--- src/rtl/psg_write_fifo.sv ---
// Host-to-PSG write buffer: a small FIFO that replays bytes to the PSG data bus
// with a registered active-low strobe and an enforced idle gap between strobes.
module psg_write_fifo #(
  parameter int DEPTH     = 8,
  parameter int WE_CYCLES = 1,
  parameter int WRITE_GAP = 32
) (
  input  logic                       clk,
  input  logic                       rst_n,
  input  logic [7:0]                 in_data,
  input  logic                       in_valid,
  output logic                       in_ready,
  input  logic                       flush,
  output logic [7:0]                 psg_data,
  output logic                       psg_we_n,
  output logic                       busy,
  output logic [$clog2(DEPTH+1)-1:0] level
);

  localparam int PTR_W   = $clog2(DEPTH);
  localparam int LVL_W   = $clog2(DEPTH + 1);
  localparam int CNT_MAX = (WE_CYCLES > WRITE_GAP) ? WE_CYCLES : WRITE_GAP;
  localparam int CNT_W   = $clog2(CNT_MAX + 1);

  localparam logic [LVL_W-1:0] FULL_LVL = LVL_W'(DEPTH);
  localparam logic [CNT_W-1:0] WE_LOAD  = CNT_W'(WE_CYCLES - 1);
  localparam logic [CNT_W-1:0] GAP_LOAD = CNT_W'((WRITE_GAP > 0) ? (WRITE_GAP - 1) : 0);

  typedef enum logic [1:0] {
    IDLE   = 2'd0,
    STROBE = 2'd1,
    GAP    = 2'd2
  } state_t;

  state_t             state_reg, state_next;
  logic [CNT_W-1:0]   cnt_reg, cnt_next;
  logic               we_n_reg, we_n_next;
  logic [7:0]         data_reg, data_next;
  logic [PTR_W-1:0]   wr_ptr_reg, wr_ptr_next;
  logic [PTR_W-1:0]   rd_ptr_reg, rd_ptr_next;
  logic [LVL_W-1:0]   level_reg, level_next;
  logic [7:0]         mem [DEPTH];

  logic push;
  logic pop;

  assign in_ready = (level_reg != FULL_LVL) & ~flush;
  assign push     = in_valid & in_ready;
  // A flush suppresses starting a new strobe; one already running finishes.
  assign pop      = (state_reg == IDLE) & (level_reg != '0) & ~flush;

  assign psg_data = data_reg;
  assign psg_we_n = we_n_reg;
  assign level    = level_reg;
  assign busy     = (level_reg != '0) | (state_reg != IDLE);

  always_ff @(posedge clk) begin
    if (push) begin
      mem[wr_ptr_reg] <= in_data;
    end
  end

  always_comb begin
    wr_ptr_next = wr_ptr_reg;
    rd_ptr_next = rd_ptr_reg;
    level_next  = level_reg;
    if (flush) begin
      wr_ptr_next = '0;
      rd_ptr_next = '0;
      level_next  = '0;
    end else begin
      if (push) begin
        wr_ptr_next = wr_ptr_reg + PTR_W'(1);
      end
      if (pop) begin
        rd_ptr_next = rd_ptr_reg + PTR_W'(1);
      end
      case ({push, pop})
        2'b10:   level_next = level_reg + LVL_W'(1);
        2'b01:   level_next = level_reg - LVL_W'(1);
        default: level_next = level_reg;
      endcase
    end
  end

  always_ff @(posedge clk or negedge rst_n) begin
    if (!rst_n) begin
      state_reg  <= IDLE;
      cnt_reg    <= '0;
      we_n_reg   <= 1'b1;
      data_reg   <= 8'h00;
      wr_ptr_reg <= '0;
      rd_ptr_reg <= '0;
      level_reg  <= '0;
    end else begin
      state_reg  <= state_next;
      cnt_reg    <= cnt_next;
      we_n_reg   <= we_n_next;
      data_reg   <= data_next;
      wr_ptr_reg <= wr_ptr_next;
      rd_ptr_reg <= rd_ptr_next;
      level_reg  <= level_next;
    end
  end

  always_comb begin
    state_next = state_reg;
    case (state_reg)
      IDLE: begin
        if (pop) begin
          state_next = STROBE;
        end
      end
      STROBE: begin
        if (cnt_reg == '0) begin
          state_next = (WRITE_GAP > 0) ? GAP : IDLE;
        end
      end
      GAP: begin
        if (cnt_reg == '0) begin
          state_next = IDLE;
        end
      end
      default: state_next = IDLE;
    endcase
  end

  always_comb begin
    cnt_next  = cnt_reg;
    we_n_next = we_n_reg;
    data_next = data_reg;
    case (state_reg)
      IDLE: begin
        if (pop) begin
          data_next = mem[rd_ptr_reg];
          we_n_next = 1'b0;
          cnt_next  = WE_LOAD;
        end
      end
      STROBE: begin
        if (cnt_reg != '0) begin
          cnt_next = cnt_reg - CNT_W'(1);
        end else begin
          we_n_next = 1'b1;
          cnt_next  = GAP_LOAD;
        end
      end
      GAP: begin
        if (cnt_reg != '0) begin
          cnt_next = cnt_reg - CNT_W'(1);
        end
      end
      default: begin
        we_n_next = 1'b1;
        cnt_next  = '0;
      end
    endcase
  end

endmodule

--- config.mk ---
export PLATFORM = sky130hd
export DESIGN_NAME = psg_write_fifo
export DESIGN_NICKNAME = d
export VERILOG_FILES = /design/src/rtl/psg_write_fifo.sv
export SDC_FILE = /design/constraint.sdc
export NUM_CORES = 1
export LEC_CHECK = 0
export BUFFER_PORTS_ARGS = -buffer_cell sky130_fd_sc_hd__buf_2
export CAP_MARGIN = 10
export CORE_MARGIN = 2
export CORE_UTILIZATION = 30
export DETAILED_ROUTE_END_ITERATION = 10
export PLACE_DENSITY_LB_ADDON = 0.3
export SLEW_MARGIN = 10
export SYNTH_ARGS = -nofsm -noshare
export SYNTH_HDL_FRONTEND = slang
export SYNTH_SLANG_ARGS = --single-unit
--- constraint.sdc ---
create_clock -name clk -period 3.2 [get_ports clk]
set_input_delay 0.16 -clock clk [delete_from_list [all_inputs] [get_ports clk]]
set_output_delay 0.16 -clock clk [all_outputs]
set_load 0.05 [all_outputs]
Word level (Yosys, flattened, before mapping):

Memory sizes are Yosys's and may differ from the RTL's. A register that Yosys moved wholly into a read port is not among the register bits.
Index checks and enable logic that the tools add are counted.

* register bits after elaboration: 19
* output and inout port bits: 15
* input bits: 12
* word-level logic and storage cells: 61
* memories: 1
* RAM bits: 64

Memory list
* mem: depth 8, bits a word 8, rd ports 1, clocked after Yosys merged registers in 1, write ports 1, RTL line 42 `logic [7:0] mem [DEPTH];`

* eq/ne operators: 10
* reductions and logical operators: 13
* add/subtract/negate cells: 5
* multiplexer cells: 19
* bitwise operators: 7

Operator list (number)
* 6-bit two-way mux: 3
* 6-bit case mux with 3 select lines: 1
* 3-bit two-way mux: 4
* 2-bit inequality test (second input constant): 5
* 4-bit case mux with 2 select lines: 1
* 3-bit by 1-bit adder with 3-bit output (second input constant): 2
* 6-bit logical NOT: 1
* 2-bit two-way mux: 3
* 2-bit case mux with 3 select lines: 1
* 3-bit AND reduction: 2
* 2-bit nonzero test: 3
* 6-bit nonzero test: 1
* 6-bit by 1-bit subtractor with 6-bit output (second input constant): 1
* 4-bit by 1-bit adder with 4-bit output (second input constant): 1
* 1-bit AND: 4
* 2-bit by 1-bit == test with 1-bit output (second input constant): 2
* 2-bit == test (second input constant): 2
* 1-bit two-way mux: 4
* 4-bit two-way mux: 1
* 4-bit inequality test (second input constant): 1
* 2-bit AND reduction: 2
* 4-bit nonzero test: 1
* 4-bit by 1-bit subtractor with 4-bit output (second input constant): 1
* 1-bit case mux with 3 select lines: 1
* 5 further kinds: 6

Depth between registers and ports, before layout:

* depth in word-level cells: 6
* mapped depth: 10
* depth with buffers taken out: 9

Worst setup path after synthesis:

Ideal clock, no wire load.

* kind: flip-flop to flip-flop
* start point: register level_reg[0], in the netlist level[0]
* end point: register level_reg[3], in the netlist level[3]
* arrival: 2.473 ns
* setup time: 0.125 ns
* setup slack: 0.602 ns
* period minus slack after synthesis: 2.598 ns
* path buffers: 1
* cell stages (with the launch flop): 9
* data required time: 3.075 ns
* cells stage by stage: dfrtp_1 buf_2 nor4b_4 nor2_1 nor3_1 ha_1 a21o_1 o22a_1 mux2_4

* longest elaborated chain between the ends: 6
* elaborated cells between the ends (all ways): 13
* those cells by class: 2 x add/sub; 3 x eq/ne; 2 x mux; 4 x bitwise; 2 x reduce/logical

RTL lines
* start: declaration: RTL line 41 `logic [LVL_W-1:0] level_reg, level_next;`
* start signal: assignment: RTL line 102 `level_reg <= level_next;`
* 4-bit inequality test or 4-bit nonzero test (tied branches): RTL line 47, 50
* 1-bit AND, on equally long branches: RTL line 47, 50
* 1-bit AND, on equally long branches: RTL line 48, 50
* 2-bit by 1-bit == test with 1-bit output or 2-bit == test (tied branches): RTL line 78 `case ({push, pop})`
* 4-bit case mux with 2 select lines: RTL line 78
* 4-bit two-way mux: RTL line 67 `if (flush) begin`

Parallel ways exist; a longest one is shown, timed or not.
A chain may end at the register's enable or synchronous reset.

Worst setup path after layout:

* start point: register level_reg[1], in the netlist level[1]
* end point: register level_reg[3], in the netlist level[3]

Same word-level chain as after synthesis.

==> run_summary.xml <==
<?xml version="1.0" encoding="UTF-8"?>
<metrics>
  <group name="outcome">
    <metric name="outcome" unit="">completed</metric>
  </group>
  <group name="clock_tree">
    <metric name="post_cts.resized_instances" unit="">0</metric>
    <metric name="post-cts-setup-buffers" unit="">0</metric>
    <metric name="cts_tree" unit="">yes</metric>
    <metric name="cts.path.max_buffers" unit="">2</metric>
    <metric name="cts-hold-fix-buffers" unit="">1</metric>
    <metric name="numCtsBuffers" unit="">9</metric>
    <metric name="clkLatencyLatePin" unit="ns">0.33</metric>
    <metric name="clk_transition_reported_paths" unit="ns">0.07</metric>
    <metric name="cts_root_buffer" unit="">sky130_fd_sc_hd__clkbuf_16</metric>
    <metric name="clock_sinks" unit="">91</metric>
    <metric name="cts.htree.levels" unit="">3</metric>
  </group>
  <group name="route">
    <metric name="avgViaCountPerCell" unit="">4.76</metric>
    <metric name="antenna_nets_post_route" unit="">0</metric>
    <metric name="drc_errors" unit="">0</metric>
    <metric name="routed_wl" unit="mm">7.83</metric>
    <metric name="wl_per_cell" unit="um">16.1</metric>
    <metric name="dr_total_vias" unit="">2308</metric>
    <metric name="drt_pass1_iterations" unit="">4</metric>
    <metric name="count_of_routing_violations_after_the_opening_detailed_route_iteration" unit="">147</metric>
  </group>
  <group name="logic_synthesis">
    <metric name="avgSynthCellArea" unit="um2">15.0</metric>
    <metric name="synthesis.instances" unit="">269</metric>
    <metric name="yosys_most_used_dff" unit="">sky130_fd_sc_hd__edfxtp_1</metric>
    <metric name="yosysTopAreaCell" unit="">sky130_fd_sc_hd__edfxtp_1</metric>
    <metric name="post_synth_main_area_contributors" unit="">sky130_fd_sc_hd__edfxtp_1 (47%), sky130_fd_sc_hd__dfrtp_1 (16%), sky130_fd_sc_hd__mux4_2 (8.9%)</metric>
    <metric name="synth.cell_area" unit="mm2">0.00405</metric>
    <metric name="synth.distinct_cells" unit="">54</metric>
    <metric name="number_of_synthesized_flops_with_an_enable_pin" unit="">64</metric>
    <metric name="ys_top_cells_by_count" unit="">sky130_fd_sc_hd__edfxtp_1 (64), sky130_fd_sc_hd__dfrtp_1 (26), sky130_fd_sc_hd__nor2_1 (23)</metric>
    <metric name="yosysTopAreaCellShare" unit="%">47.5</metric>
    <metric name="async_reset_ff_share" unit="%">29.7</metric>
    <metric name="most_used_standard_cell_by_instance_count_after_synthesis" unit="">sky130_fd_sc_hd__edfxtp_1</metric>
    <metric name="synthesis.nets" unit="">290</metric>
    <metric name="ys_seq_elements" unit="">91</metric>
    <metric name="synthesis_warning_total" unit="">0</metric>
    <metric name="sequential_element_share_of_the_synthesized_area" unit="%">64.2</metric>
  </group>
  <group name="worst_setup_path">
    <metric name="worst-endpoint-arrival" unit="ns">2.77</metric>
    <metric name="cpPeakStageDelay" unit="ns">0.56</metric>
    <metric name="required" unit="ns">3.42</metric>
    <metric name="path_cells" unit="">nor4b_4 &gt; nor2_1 &gt; nor3_1 &gt; ha_1 &gt; a21o_1 &gt; o22a_1 &gt; mux2_4</metric>
    <metric name="worstSetupPathType" unit="">reg2reg</metric>
    <metric name="worst-path-max-fanout" unit="">14</metric>
    <metric name="endpoint_kind" unit="">register</metric>
    <metric name="crit_path_launch_type" unit="">register</metric>
    <metric name="timing.reg2reg.setup_slack" unit="ns">0.65</metric>
    <metric name="critPathSlowestCell" unit="">sky130_fd_sc_hd__dfrtp_1</metric>
  </group>
  <group name="sta">
    <metric name="slew-limit-headroom" unit="%">45.0</metric>
    <metric name="timing.clock.skew" unit="ns">0.00676</metric>
    <metric name="finalSetupTns" unit="ns">0</metric>
    <metric name="report.final.setup_viol" unit="">0</metric>
    <metric name="maxClockFrequency" unit="MHz">392</metric>
    <metric name="timing_max_transition_violations_final" unit="">0</metric>
    <metric name="finalCritPeriodShare" unit="%">79.6</metric>
    <metric name="rsz0062_at_grt" unit="">false</metric>
    <metric name="hold_viol_final" unit="">0</metric>
    <metric name="worstMarginPinSlew" unit="ns">0.825</metric>
    <metric name="final_period_minus_worst_setup_slack" unit="ns">2.55</metric>
  </group>
  <group name="cells_and_area">
    <metric name="drive_above_1_share" unit="%">26.9</metric>
    <metric name="postLayoutCellArea" unit="mm2">0.00471</metric>
    <metric name="n_fill_cell" unit="">1263</metric>
    <metric name="multi_input_area" unit="mm2">0.00136</metric>
    <metric name="layout.cells.non_filler" unit="">485</metric>
    <metric name="largest_register_ff_count" unit="">64</metric>
    <metric name="post_synthesis_to_final_layout_area_growth" unit="%">16.5</metric>
    <metric name="final-seq-area" unit="mm2">0.00260</metric>
    <metric name="finalNetCount" unit="">325</metric>
    <metric name="ant_diodes" unit="">0</metric>
  </group>
  <group name="place">
    <metric name="dp_hpwl" unit="mm">5.17</metric>
    <metric name="place_inst" unit="">468</metric>
    <metric name="globalplace.congestion" unit="">0.740</metric>
    <metric name="dpl_cell_area" unit="mm2">0.00441</metric>
    <metric name="numPortBuffers" unit="">26</metric>
  </group>
  <group name="min_path">
    <metric name="hold_path_class" unit="">in2reg</metric>
  </group>
  <group name="pwr">
    <metric name="p_leak" unit="uW">0.00168</metric>
    <metric name="p_total" unit="uW">4000</metric>
    <metric name="vdd.ir_drop.worst" unit="mV">0.282</metric>
    <metric name="power-per-cell-area" unit="mW/mm2">848</metric>
  </group>
  <group name="global_routing">
    <metric name="grt_pass1_vias" unit="">2269</metric>
    <metric name="gr-usage-all-layers" unit="%">11.8</metric>
    <metric name="grt_start_max_net_pins" unit="">28</metric>
    <metric name="global_route.overflow_total" unit="">0</metric>
    <metric name="initial_antenna_violation_count" unit="">0</metric>
    <metric name="grt_pass1_wl" unit="mm">12.8</metric>
  </group>
  <group name="floorplanning">
    <metric name="die_y" unit="um">120</metric>
    <metric name="start_util" unit="%">30.7</metric>
    <metric name="area_of_the_die" unit="mm2">0.0144</metric>
    <metric name="coreArea" unit="mm2">0.0132</metric>
    <metric name="die_x" unit="um">120</metric>
    <metric name="std_cell_rows" unit="">42</metric>
    <metric name="num_io_pins" unit="">27</metric>
  </group>
  <group name="run">
    <metric name="cap_violations" unit="">0</metric>
  </group>
</metrics>
through the flow:
step / worst slack [ns] / util [%] / hold WS [ns]
after floorplan: 0.602 / - / -0.136
after global placement: 0.693 / 33.4 / 0.218
after detailed placement: 0.667 / 33.4 / 0.217
after CTS: 0.653 / 35.7 / 0.0839
after global routing: 0.486 / 35.7 / 0.0968
final: 0.652 / 35.7 / 0.0935
final cells by class:
cell class / count / area share, %
clock buffers: 10 / 4.86
well taps: 176 / 4.67
flip-flops and latches: 91 / 55.1
clock inverters: 6 / 1.38
inverters: 6 / 0.478
repair buffers: 38 / 4.72
multi-input cells: 158 / 28.8
path summary, 6_finish.rpt:
kind | startpoint | endpoint | cells after the start
max in group asynchronous | rst_n | cnt_reg[0] | 2
min in group asynchronous | rst_n | level[3] | 2
worst max-delay path | level[1] | level[3] | 7
worst min register to register | psg_we_n | psg_we_n | 2
worst min-delay path | in_data[5] | mem[4][5] | 1
worst max register to register | level[1] | level[3] | 7
placed cells by master, fill, tap and decap left out, types with 4 or more instances in the layout:
cell type                   count
sky130_fd_sc_hd__ha_1           9
sky130_fd_sc_hd__mux4_2        16
sky130_fd_sc_hd__o21ai_0        6
sky130_fd_sc_hd__mux2i_1        8
sky130_fd_sc_hd__buf_2         26
sky130_fd_sc_hd__clkbuf_16      9
sky130_fd_sc_hd__nor3_1         4
sky130_fd_sc_hd__nand3_1        7
sky130_fd_sc_hd__inv_1          6
sky130_fd_sc_hd__a21oi_1       19
sky130_fd_sc_hd__edfxtp_1      64
sky130_fd_sc_hd__a31oi_1        4
sky130_fd_sc_hd__nand2b_1       6
sky130_fd_sc_hd__nor2_1        23
sky130_fd_sc_hd__dfrtp_1       26
sky130_fd_sc_hd__buf_4         11
sky130_fd_sc_hd__nand2_1       11
where the power goes:
group	leakage [uW]	internal (uW)	switching (uW)
Clock	0.000133	605	431
Combinational	0.000627	531	857
Sequential	0.000917	1410	160
Total	0.00168	2550	1450
worst max-delay path: cells and delay by family, from the launching register on:
family / cells / cell delay [ns]
AOI/OAI and AO/OA: 2 / 0.37
adders and majority gates: 1 / 0.34
DFF: 1 / 0.56
muxes: 1 / 0.29
and+or+nand+nor: 3 / 0.87
cells by family (layout without fill, tap and decap cells):
kind of cell | count (synthesis) | after routing | share of synthesized area [%]
flip-flops | 91 | 91 | 64.2
AND/OR/NAND/NOR | 66 | 66 | 9.06
AO/OA/AOI/OAI | 51 | 51 | 8.72
multiplexers | 28 | 28 | 12.1
buffers and inverters | 20 | 60 | 2.26
adder cells (fa/ha/maj) | 9 | 9 | 2.78
XOR/XNOR | 4 | 4 | 0.866
routing by layer:
metal	track usage, %	up-vias	share of wire (%)
met1	15.9	1157	47
li1	-	1107	-
met2	18.5	37	48
met5	0	-	0
met4	3.53	0	0.89
met3	3.28	7	4.2
Power figures use the tool's default switching activity.
